<file path="config.mk">
export PLATFORM = sky130hd
export DESIGN_NAME = bp_update_ctrl
export DESIGN_NICKNAME = d
export VERILOG_FILES = /design/src/rtl/bp_update_ctrl_pkg.sv /design/src/rtl/bp_fifo.sv /design/src/rtl/bp_update_ctrl.sv
export SDC_FILE = /design/constraint.sdc
export NUM_CORES = 1
export LEC_CHECK = 0
export BUFFER_PORTS_ARGS = -buffer_cell sky130_fd_sc_hd__buf_4
export CAP_MARGIN = 5
export CORE_MARGIN = 2
export CORE_UTILIZATION = 38
export DETAILED_ROUTE_END_ITERATION = 12
export PLACE_DENSITY_LB_ADDON = 0.12
export SLEW_MARGIN = 20
export SYNTH_ARGS = -nofsm -noshare
export SYNTH_HDL_FRONTEND = slang
export SYNTH_HIERARCHICAL = 1
export SYNTH_SLANG_ARGS = --single-unit
</file>
<file path="constraint.sdc">
create_clock -name clk -period 8.4 [get_ports clk]
set_input_delay 1.68 -clock clk [delete_from_list [all_inputs] [get_ports clk]]
set_output_delay 1.68 -clock clk [all_outputs]
set_load 0.01 [all_outputs]
</file>
<file path="src/rtl/bp_update_ctrl_pkg.sv">
// rtl/bp_update_ctrl_pkg.sv - shared widths, jump flags, zero word and FSM encoding for bp_update_ctrl
package bp_update_ctrl_pkg;

    localparam int unsigned INST_ADDR_W  = 32;
    localparam logic        JUMP_ENABLE  = 1'b1;
    localparam logic        JUMP_DISABLE = 1'b0;
    localparam logic [31:0] ZERO_WORD    = 32'h0000_0000;

    typedef enum logic {
        ST_RUN     = 1'b0,
        ST_RECOVER = 1'b1
    } bp_state_e;

endpackage

</file>
<file path="src/rtl/bp_fifo.sv">
// rtl/bp_fifo.sv - synchronous FIFO with push, pop and single-cycle clear (clear beats push)
module bp_fifo #(
    parameter int unsigned DEPTH = 4,
    parameter int unsigned W     = 8
) (
    input  logic                       clk,
    input  logic                       rst,
    input  logic                       push_i,
    input  logic [W-1:0]               wdata_i,
    input  logic                       pop_i,
    input  logic                       clear_i,
    output logic [W-1:0]               rdata_o,
    output logic                       full_o,
    output logic                       empty_o,
    output logic [$clog2(DEPTH):0]     count_o
);

    localparam int unsigned PW = $clog2(DEPTH);
    localparam int unsigned CW = PW + 1;

    logic [W-1:0]  mem_q [DEPTH];
    logic [W-1:0]  mem_d [DEPTH];
    logic [PW-1:0] wr_ptr_q, wr_ptr_d;
    logic [PW-1:0] rd_ptr_q, rd_ptr_d;
    logic [CW-1:0] count_q, count_d;
    logic          push_ok;
    logic          pop_ok;

    assign full_o  = (count_q == CW'(DEPTH));
    assign empty_o = (count_q == '0);
    assign rdata_o = mem_q[rd_ptr_q];
    assign count_o = count_q;
    assign push_ok = push_i && !full_o;
    assign pop_ok  = pop_i && !empty_o;

    // Next pointers, occupancy and storage; clear empties everything and drops a same-cycle push
    always_comb begin
        mem_d    = mem_q;
        wr_ptr_d = wr_ptr_q;
        rd_ptr_d = rd_ptr_q;
        count_d  = count_q;
        if (clear_i) begin
            wr_ptr_d = '0;
            rd_ptr_d = '0;
            count_d  = '0;
        end else begin
            if (push_ok) begin
                mem_d[wr_ptr_q] = wdata_i;
                wr_ptr_d        = wr_ptr_q + PW'(1);
            end
            if (pop_ok) begin
                rd_ptr_d = rd_ptr_q + PW'(1);
            end
            count_d = count_q + CW'(push_ok) - CW'(pop_ok);
        end
    end

    // Pointer/occupancy registers; storage needs no reset since occupancy guards it
    always_ff @(posedge clk) begin
        mem_q <= mem_d;
        if (rst) begin
            wr_ptr_q <= '0;
            rd_ptr_q <= '0;
            count_q  <= '0;
        end else begin
            wr_ptr_q <= wr_ptr_d;
            rd_ptr_q <= rd_ptr_d;
            count_q  <= count_d;
        end
    end

endmodule

</file>
<file path="src/rtl/bp_update_ctrl.sv">
// rtl/bp_update_ctrl.sv - in-order branch resolution, predictor training and mispredict flush; optional stats under BPU_STATS_EN
module bp_update_ctrl
    import bp_update_ctrl_pkg::*;
#(
    parameter int unsigned DEPTH = 4,
    parameter int unsigned AW    = INST_ADDR_W
) (
    input  logic                     clk,
    input  logic                     rst,
    input  logic                     pred_valid_i,
    output logic                     pred_ready_o,
    input  logic [AW-1:0]            pred_pc_i,
    input  logic                     pred_taken_i,
    input  logic [AW-1:0]            pred_target_i,
    input  logic                     res_valid_i,
    input  logic                     res_taken_i,
    input  logic [AW-1:0]            res_target_i,
    output logic                     upd_valid_o,
    output logic [AW-1:0]            upd_pc_o,
    output logic                     upd_taken_o,
    output logic                     flush_o,
    output logic [AW-1:0]            redirect_addr_o,
    output logic [$clog2(DEPTH):0]   inflight_o,
    output logic                     err_o,
    output logic [31:0]              stat_resolved_o,
    output logic [31:0]              stat_mispred_o
);

    localparam int unsigned EW = 2 * AW + 1;

    bp_state_e     state_q, state_d;
    logic          upd_valid_q, upd_valid_d;
    logic [AW-1:0] upd_pc_q, upd_pc_d;
    logic          upd_taken_q, upd_taken_d;
    logic          flush_q, flush_d;
    logic [AW-1:0] redirect_q, redirect_d;
    logic          err_q, err_d;

    logic [EW-1:0] head;
    logic [AW-1:0] head_pc;
    logic          head_taken;
    logic [AW-1:0] head_target;
    logic          fifo_full;
    logic          fifo_empty;
    logic          push;
    logic          pop;
    logic          mispred;
    logic          clear;

    // Entries are packed as {pc, taken, target}
    assign head_pc     = head[EW-1 -: AW];
    assign head_taken  = head[AW];
    assign head_target = head[AW-1:0];

    assign push    = pred_valid_i && pred_ready_o;
    assign pop     = res_valid_i && !fifo_empty;
    assign mispred = (res_taken_i != head_taken) || (res_taken_i && (res_target_i != head_target));
    assign clear   = pop && mispred;

    bp_fifo #(
        .DEPTH (DEPTH),
        .W     (EW)
    ) u_fifo (
        .clk     (clk),
        .rst     (rst),
        .push_i  (push),
        .wdata_i ({pred_pc_i, pred_taken_i, pred_target_i}),
        .pop_i   (pop),
        .clear_i (clear),
        .rdata_o (head),
        .full_o  (fifo_full),
        .empty_o (fifo_empty),
        .count_o (inflight_o)
    );

    // FSM: a mispredict parks fetch for one RECOVER cycle while the wrong path drains
    always_comb begin
        state_d      = state_q;
        pred_ready_o = 1'b0;
        case (state_q)
            ST_RUN: begin
                pred_ready_o = !fifo_full;
                if (clear) state_d = ST_RECOVER;
            end
            ST_RECOVER: begin
                state_d = ST_RUN;
            end
            default: state_d = ST_RUN;
        endcase
    end

    // Next values of the one-cycle training/flush pulses and the sticky empty-queue error
    always_comb begin
        upd_valid_d = pop;
        upd_pc_d    = pop ? head_pc : '0;
        upd_taken_d = pop && res_taken_i;
        flush_d     = clear ? JUMP_ENABLE : JUMP_DISABLE;
        redirect_d  = '0;
        if (clear) begin
            redirect_d = res_taken_i ? res_target_i : head_pc + AW'(4);
        end
        err_d = err_q || (res_valid_i && fifo_empty);
    end

    // State and output registers
    always_ff @(posedge clk) begin
        if (rst) begin
            state_q     <= ST_RUN;
            upd_valid_q <= 1'b0;
            upd_pc_q    <= '0;
            upd_taken_q <= 1'b0;
            flush_q     <= 1'b0;
            redirect_q  <= '0;
            err_q       <= 1'b0;
        end else begin
            state_q     <= state_d;
            upd_valid_q <= upd_valid_d;
            upd_pc_q    <= upd_pc_d;
            upd_taken_q <= upd_taken_d;
            flush_q     <= flush_d;
            redirect_q  <= redirect_d;
            err_q       <= err_d;
        end
    end

    assign upd_valid_o     = upd_valid_q;
    assign upd_pc_o        = upd_pc_q;
    assign upd_taken_o     = upd_taken_q;
    assign flush_o         = flush_q;
    assign redirect_addr_o = redirect_q;
    assign err_o           = err_q;

`ifdef BPU_STATS_EN
    logic [31:0] stat_res_q, stat_res_d;
    logic [31:0] stat_mis_q, stat_mis_d;

    // Free-running wrap-around counters of resolutions and mispredicts
    always_comb begin
        stat_res_d = stat_res_q + {31'd0, pop};
        stat_mis_d = stat_mis_q + {31'd0, clear};
    end

    // Counter registers
    always_ff @(posedge clk) begin
        if (rst) begin
            stat_res_q <= '0;
            stat_mis_q <= '0;
        end else begin
            stat_res_q <= stat_res_d;
            stat_mis_q <= stat_mis_d;
        end
    end

    assign stat_resolved_o = stat_res_q;
    assign stat_mispred_o  = stat_mis_q;
`else
    assign stat_resolved_o = ZERO_WORD;
    assign stat_mispred_o  = ZERO_WORD;
`endif

endmodule
</file>
## Word-level counts from Yosys, hierarchy flattened

Cells that the tools add are included.

| word-level totals | value |
|---|---|
| flip-flop bits (word level) | 336 |
| output and inout bits | 136 |
| word-level logic and storage cells | 58 |

| operators by class | value |
|---|---|
| add/sub/neg operators | 5 |
| order comparisons | 3 |
| equality and inequality tests | 3 |
| mux-type cells | 10 |
| bitwise operators | 5 |
| reductions and logical operators | 18 |

Operator list:

| kind | count |
|---|---|
| $bwmux 260 | 1 |
| $mux 65 | 3 |
| $bmux 65 s2 | 1 |
| $demux 65 s2 | 1 |
| $add 32x3->32 const B | 1 |
| $mux 32 | 1 |
| $ne 32x32->1 | 1 |
| $logic_and 1x1->1 | 9 |
| $ge 3x3->1 const B | 2 |
| $not 2->3 | 2 |
| $reduce_or 2->1 | 3 |
| $add 2x1->2 const B | 2 |
| $add 3x1->3 | 1 |
| $eq 3x3->1 const B | 1 |
| $logic_not 3->1 | 1 |
| $lt 3x1->1 const B | 1 |
| $not 1->1 | 3 |
| $sub 3x1->3 | 1 |
| $logic_not 1->1 | 2 |
| $logic_or 1x1->1 | 2 |
| $mux 1 | 2 |
| $pmux 1 s2 | 1 |
| $reduce_and 2->1 | 1 |
| $ne 1x1->1 | 1 |

## Depth between registers and ports, before layout

| logic depth | value |
|---|---|
| word-level depth | 10 |
| depth in mapped cells | 13 |

## By module

The synthesis kept the hierarchy.

Modules (own cells, without submodules):

| module | instances | cells each | area each (µm²) | seq. area each (µm²) |
|---|---|---|---|---|
| bp_fifo | 1 | 386 | 9835.7 | 7947.6 |
| bp_update_ctrl | 1 | 419 | 3753.6 | 1381.3 |

## Worst setup path before layout

OpenSTA, ideal clock, no wires.

| timing path | value |
|---|---|
| kind | input port to flip-flop |
| start point | in res_target_i[29] |
| end point | reg u_fifo/mem_q[0] in the netlist's numbering (enable) |
| library setup time | 0.581 ns |
| arrival time | 7.929 ns |
| required time | 7.819 ns |
| slack | -0.110 ns |
| stages on the path | 8 |
| path through | xor2_1 > nor4_1 > nand4_1 > nor4_4 > buf_2 > nor3b_1 > clkbuf_1 > nor3b_1 |

| between the ends | value |
|---|---|
| word-level cells in the longest chain between the ends | 6 |

Ends and longest elaborated chain:

| element | RTL line | text |
|---|---|---|
| start: declaration | bp_update_ctrl.sv:17 | `input logic [AW-1:0] res_target_i,` |
| $ne 32x32->1 | bp_update_ctrl.sv:57 | `assign mispred = (res_taken_i != head_taken) \|\| (res_taken_i && (res_target_i != head_target));` |
| $logic_and 1x1->1 | bp_update_ctrl.sv:57 |  |
| $logic_or 1x1->1 | bp_update_ctrl.sv:57 |  |
| $logic_and 1x1->1 | bp_update_ctrl.sv:58 | `assign clear = pop && mispred;` |
| named net clear | bp_update_ctrl.sv:48 | `logic clear;` |
| $not 1->1 (no line) | n/a |  |
| $reduce_and 2->1 (no line) | n/a |  |
| end signal: assignment | bp_fifo.sv:60 | `mem_q <= mem_d;` |
| end: declaration | bp_fifo.sv:21 | `logic [W-1:0] mem_q [DEPTH];` |

The timed path passes the listed nets, and every way through them passes these cells.
A chain may end at the register's enable or synchronous reset.

## Worst setup path after layout

| timing path | value |
|---|---|
| start point | reg u_fifo.rd_ptr_q[0] |
| end point | reg u_fifo/mem_q[57] in the netlist's numbering (enable) |

| between the ends | value |
|---|---|
| word-level cells in the longest chain between the ends | 10 |
| elaborated cells on any way between the ends | 11 |
| those cells by class | 2 x eq/ne; 3 x mux; 2 x bitwise; 4 x reduce/logical |

Ends and longest elaborated chain:

| element | RTL line | text |
|---|---|---|
| start: declaration | bp_fifo.sv:24 | `logic [PW-1:0] rd_ptr_q, rd_ptr_d;` |
| start signal: assignment | bp_fifo.sv:67 | `rd_ptr_q <= rd_ptr_d;` |
| $not 2->3 (implied by the code) | bp_fifo.sv:31 | `assign rdata_o = mem_q[rd_ptr_q];` |
| $bmux 65 s2 | bp_fifo.sv:31 |  |
| $mux 65 (implied by the code) (2 in a row) | bp_fifo.sv:31 |  |
| named net head[28] | bp_update_ctrl.sv:39 | `logic [EW-1:0] head;` |
| $ne 32x32->1 | bp_update_ctrl.sv:57 |  |
| $logic_and 1x1->1 | bp_update_ctrl.sv:57 |  |
| $logic_or 1x1->1 | bp_update_ctrl.sv:57 |  |
| $logic_and 1x1->1 | bp_update_ctrl.sv:58 |  |
| named net clear | bp_update_ctrl.sv:48 |  |
| $not 1->1 (no line) | n/a |  |
| $reduce_and 2->1 (no line) | n/a |  |

The timed path passes the listed nets, and every way through them passes these cells. The select of a mux whose other input is x is not followed.

==> results.json <==
{
  "final.period_utilization_pct": 54.2,
  "drt_wl_total_um": 32600,
  "critPathArrivalTime_ns": 4.68,
  "first_pass_grt_wire_length_um": 46900,
  "hpwl_um": 21700,
  "timing.final.setup_violations": 0,
  "max_freq_ghz": 0.220,
  "timing.hold.ws_ns": 0.422,
  "tritoncts_clock_tree": "done",
  "switching_power_total_uw": 1260,
  "critical_path_required_ns": 8.53,
  "synth_top_cell_by_area": "sky130_fd_sc_hd__edfxtp_1",
  "n_fill_cell": 3149,
  "drv_slew": 0,
  "post-cts-setup-buffer-count": 0,
  "asyncSetResetFlopFracSynth_pct": 0,
  "worst_pin_slew_ns": 1.09,
  "area_growth_syn_to_layout_pct": 19.6,
  "crit_path_max_fanout": 53,
  "initial_utilization_pct": 38.4,
  "cts_resizes": 0,
  "comb_power_share_pct": 20.5,
  "grt.total_usage_pct": 17.4,
  "detailedRoute.firstPassIterationCount": 4,
  "power-per-cell-area_mw_per_mm2": 284,
  "tritoncts.num_buffers": 38,
  "antenna_cells_inserted": 0,
  "clk_transition_reported_paths_ns": 0.05,
  "sequentialPowerShare_pct": 46.1,
  "core_area_mm2": 0.0354,
  "grt_max_degree": 66,
  "first_iter_violations": 459,
  "post_synth_inst_count": 805,
  "post_drt_wl_per_cell_um": 22.1,
  "sequential_element_share_of_the_synthesized_area_pct": 68.6,
  "ys_top_cells_by_area": "sky130_fd_sc_hd__edfxtp_1 (57%), sky130_fd_sc_hd__dfxtp_1 (11%), sky130_fd_sc_hd__mux4_2 (11%)",
  "finalNetCount": 1097,
  "drt-vias-per-instance": 4.98,
  "vias": 7358,
  "global_route.overflow_total": 0,
  "drc_errors": 0,
  "vias_in_the_first_global_route": 7151,
  "p_int_uw": 3360,
  "power.leakage_uw": 0.00573,
  "category_of_the_worst_setup_path_capture_point": "flop",
  "synth_edf_count": 260,
  "run_status": "finished, final reports clean",
  "max_cap_viols": 0,
  "dp.cells": 1408,
  "setup.worst_path.start_class": "flop",
  "worst_ir_drop_vdd_mv": 0.147,
  "final_cells": 1477,
  "root_buffer": "sky130_fd_sc_hd__clkbuf_16",
  "skew_ns": 0.0153,
  "postSynth.topFlopCell": "sky130_fd_sc_hd__edfxtp_1",
  "mappedNetlistArea_mm2": 0.0136,
  "drive_gt1_share_pct": 31.7,
  "pwr-share-clk_pct": 33.4,
  "synth_top_cell_area_share_pct": 57.5,
  "fp.dieArea_mm2": 0.0373,
  "gp_congestion": 0.766,
  "post-route-min-period_ns": 4.55,
  "clk-insertion-delay-late_ns": 0.51,
  "sw_frac_of_total_pct": 27.2,
  "clk_path_buf_depth": 3,
  "post_cts_hold_buffer_count": 0,
  "clock_sinks": 336,
  "worstSetupPathType": "flop to flop",
  "ys_seq_elements": 336,
  "core.rowCount": 69,
  "die_width_um": 193,
  "rsz0062_at_grt": "no",
  "yosysWarningCount": 6,
  "die_height_um": 193,
  "buffer_ports.inserted": 173,
  "ant_nets": 0,
  "syn_avg_cell_area_um2": 16.9,
  "number_of_endpoints_with_negative_hold_slack_in_the_final_report": 0,
  "io_pins": 238,
  "number_of_library_cell_types_mapped_by_synthesis": 48,
  "hold_path.class": "flop to flop",
  "relSlewSlack_pct": 27.5,
  "htree_levels": 2,
  "antenna_found_initial": 2
}
-- cells in the final DEF, fill, tap and decap left out, types with 6 or more instances in the layout --
cell / synthesis / final
sky130_fd_sc_hd__inv_1: 10 / 10
sky130_fd_sc_hd__nor3_1: 24 / 24
sky130_fd_sc_hd__clkbuf_1: 19 / 15
sky130_fd_sc_hd__o21ai_1: 9 / 9
sky130_fd_sc_hd__buf_4: 68 / 185
sky130_fd_sc_hd__a211oi_1: 15 / 15
sky130_fd_sc_hd__and2_1: 32 / 32
sky130_fd_sc_hd__nand2_1: 30 / 30
sky130_fd_sc_hd__nor4_2: 6 / 6
sky130_fd_sc_hd__nor4_1: 17 / 17
sky130_fd_sc_hd__ha_1: 7 / 7
sky130_fd_sc_hd__dfxtp_1: 76 / 74
sky130_fd_sc_hd__xnor2_1: 14 / 14
sky130_fd_sc_hd__o31a_1: 10 / 10
sky130_fd_sc_hd__a22oi_1: 15 / 15
sky130_fd_sc_hd__nor2_1: 10 / 10
sky130_fd_sc_hd__clkbuf_8: 0 / 8
sky130_fd_sc_hd__xor2_1: 36 / 36
sky130_fd_sc_hd__nand4_1: 7 / 7
sky130_fd_sc_hd__conb_1: 1 / 64
sky130_fd_sc_hd__edfxtp_1: 260 / 260
sky130_fd_sc_hd__clkbuf_16: 0 / 39
sky130_fd_sc_hd__mux4_2: 65 / 65
sky130_fd_sc_hd__nand3_1: 11 / 11
-- kinds of logic (layout without fill, tap and decap cells) --
kind of cell,after synthesis,after routing,synth area share [%]
other cells,1,64,0.0276
compound gates,59,59,3.18
xor+xnor,50,50,3.22
fa+ha+maj,8,8,0.792
flops,336,336,68.6
mux,68,68,11.0
simple gates,167,167,7.40
buf+inv,116,264,5.74
-- cell usage after synthesis, types with 7 or more instances --
cell                         n
sky130_fd_sc_hd__edfxtp_1  260
sky130_fd_sc_hd__dfxtp_1    76
sky130_fd_sc_hd__buf_4      68
sky130_fd_sc_hd__mux4_2     65
sky130_fd_sc_hd__xor2_1     36
sky130_fd_sc_hd__and2_1     32
sky130_fd_sc_hd__nand2_1    30
sky130_fd_sc_hd__nor3_1     24
sky130_fd_sc_hd__clkbuf_1   19
sky130_fd_sc_hd__nor4_1     17
sky130_fd_sc_hd__a211oi_1   15
sky130_fd_sc_hd__a22oi_1    15
sky130_fd_sc_hd__xnor2_1    14
sky130_fd_sc_hd__nand3_1    11
sky130_fd_sc_hd__buf_2      10
sky130_fd_sc_hd__inv_1      10
sky130_fd_sc_hd__nor2_1     10
sky130_fd_sc_hd__o31a_1     10
sky130_fd_sc_hd__o21ai_1     9
sky130_fd_sc_hd__ha_1        7
sky130_fd_sc_hd__nand4_1     7
-- power groups by stage --
stage | Combinational (uW) | Clock [uW] | Sequential, uW
detailed placement | 964 | 0 | 2160
floorplan | 641 | 0 | 2170
global placement | 966 | 0 | 2160
finish | 947 | 1540 | 2130
global route | 1040 | 1640 | 2150
CTS | 968 | 1580 | 2130
-- sequential cells by signal, summed over array words and instances, names as in the netlist --
register and count:
u_fifo/mem_q 260, redirect_addr_o 32, upd_pc_o 32, u_fifo/count_o 3
u_fifo/rd_ptr_q 2, u_fifo/wr_ptr_q 2, err_o 1, flush_o 1
state_q 1, upd_taken_o 1, upd_valid_o 1
-- metrics by stage --
step / instance area (um2) / TNS [ns] / util (%) / power [uW] / worst slack (ns)
floorplan: 13800 / -28.64 / - / 2810 / -0.110
global placement: 15100 / 0 / 42.6 / 3130 / 3.59
detailed placement: 15100 / 0 / 42.6 / 3130 / 3.57
CTS: 16300 / 0 / 45.9 / 4680 / 3.71
global route: 16300 / 0 / 45.9 / 4820 / 3.47
finish: 16300 / 0 / 45.9 / 4610 / 3.85
-- area by class of cell --
cell class / count / area, um2 / area share, %
Sequential cell: 336 / 9330 / 57.4
Multi-Input combinational cell: 416 / 3740 / 23.0
Clock inverter: 7 / 35.0 / 0.215
Timing Repair Buffer: 185 / 1390 / 8.54
Clock buffer: 62 / 1140 / 7.03
Inverter: 10 / 37.5 / 0.231
Tap cell: 461 / 577 / 3.55
-- worst paths after layout --
kind / startpoint / to / slack (ns) / depth (start not counted)
setup / recovery: u_fifo/rd_ptr_q[0] / u_fifo/mem_q[57] / 3.85 / 9
hold / removal: state_q / state_q / 0.42 / 1
setup reg to reg: u_fifo/rd_ptr_q[0] / u_fifo/mem_q[57] / 3.85 / 9
hold reg to reg: state_q / state_q / 0.42 / 1
-- critical path, cell delays in order, from the launching register on --
cell and delay [ns]:
sky130_fd_sc_hd__dfxtp_4 0.91, sky130_fd_sc_hd__mux4_2 0.63, sky130_fd_sc_hd__xor2_1 0.16, sky130_fd_sc_hd__nor4_1 0.35, sky130_fd_sc_hd__nand4_1 0.34, sky130_fd_sc_hd__nor4_4 0.37
sky130_fd_sc_hd__nor3b_2 0.15, sky130_fd_sc_hd__nor3b_2 0.18, sky130_fd_sc_hd__buf_4 0.25, sky130_fd_sc_hd__buf_4 0.67
-- metal layers --
layer | track usage (%) | share of wire, %
met5 | 0 | 0.092
met2 | 27.3 | 47
met3 | 3.51 | 5.9
met1 | 25.2 | 45
met4 | 3.82 | 1.5
Power figures use the tool's default switching activity.
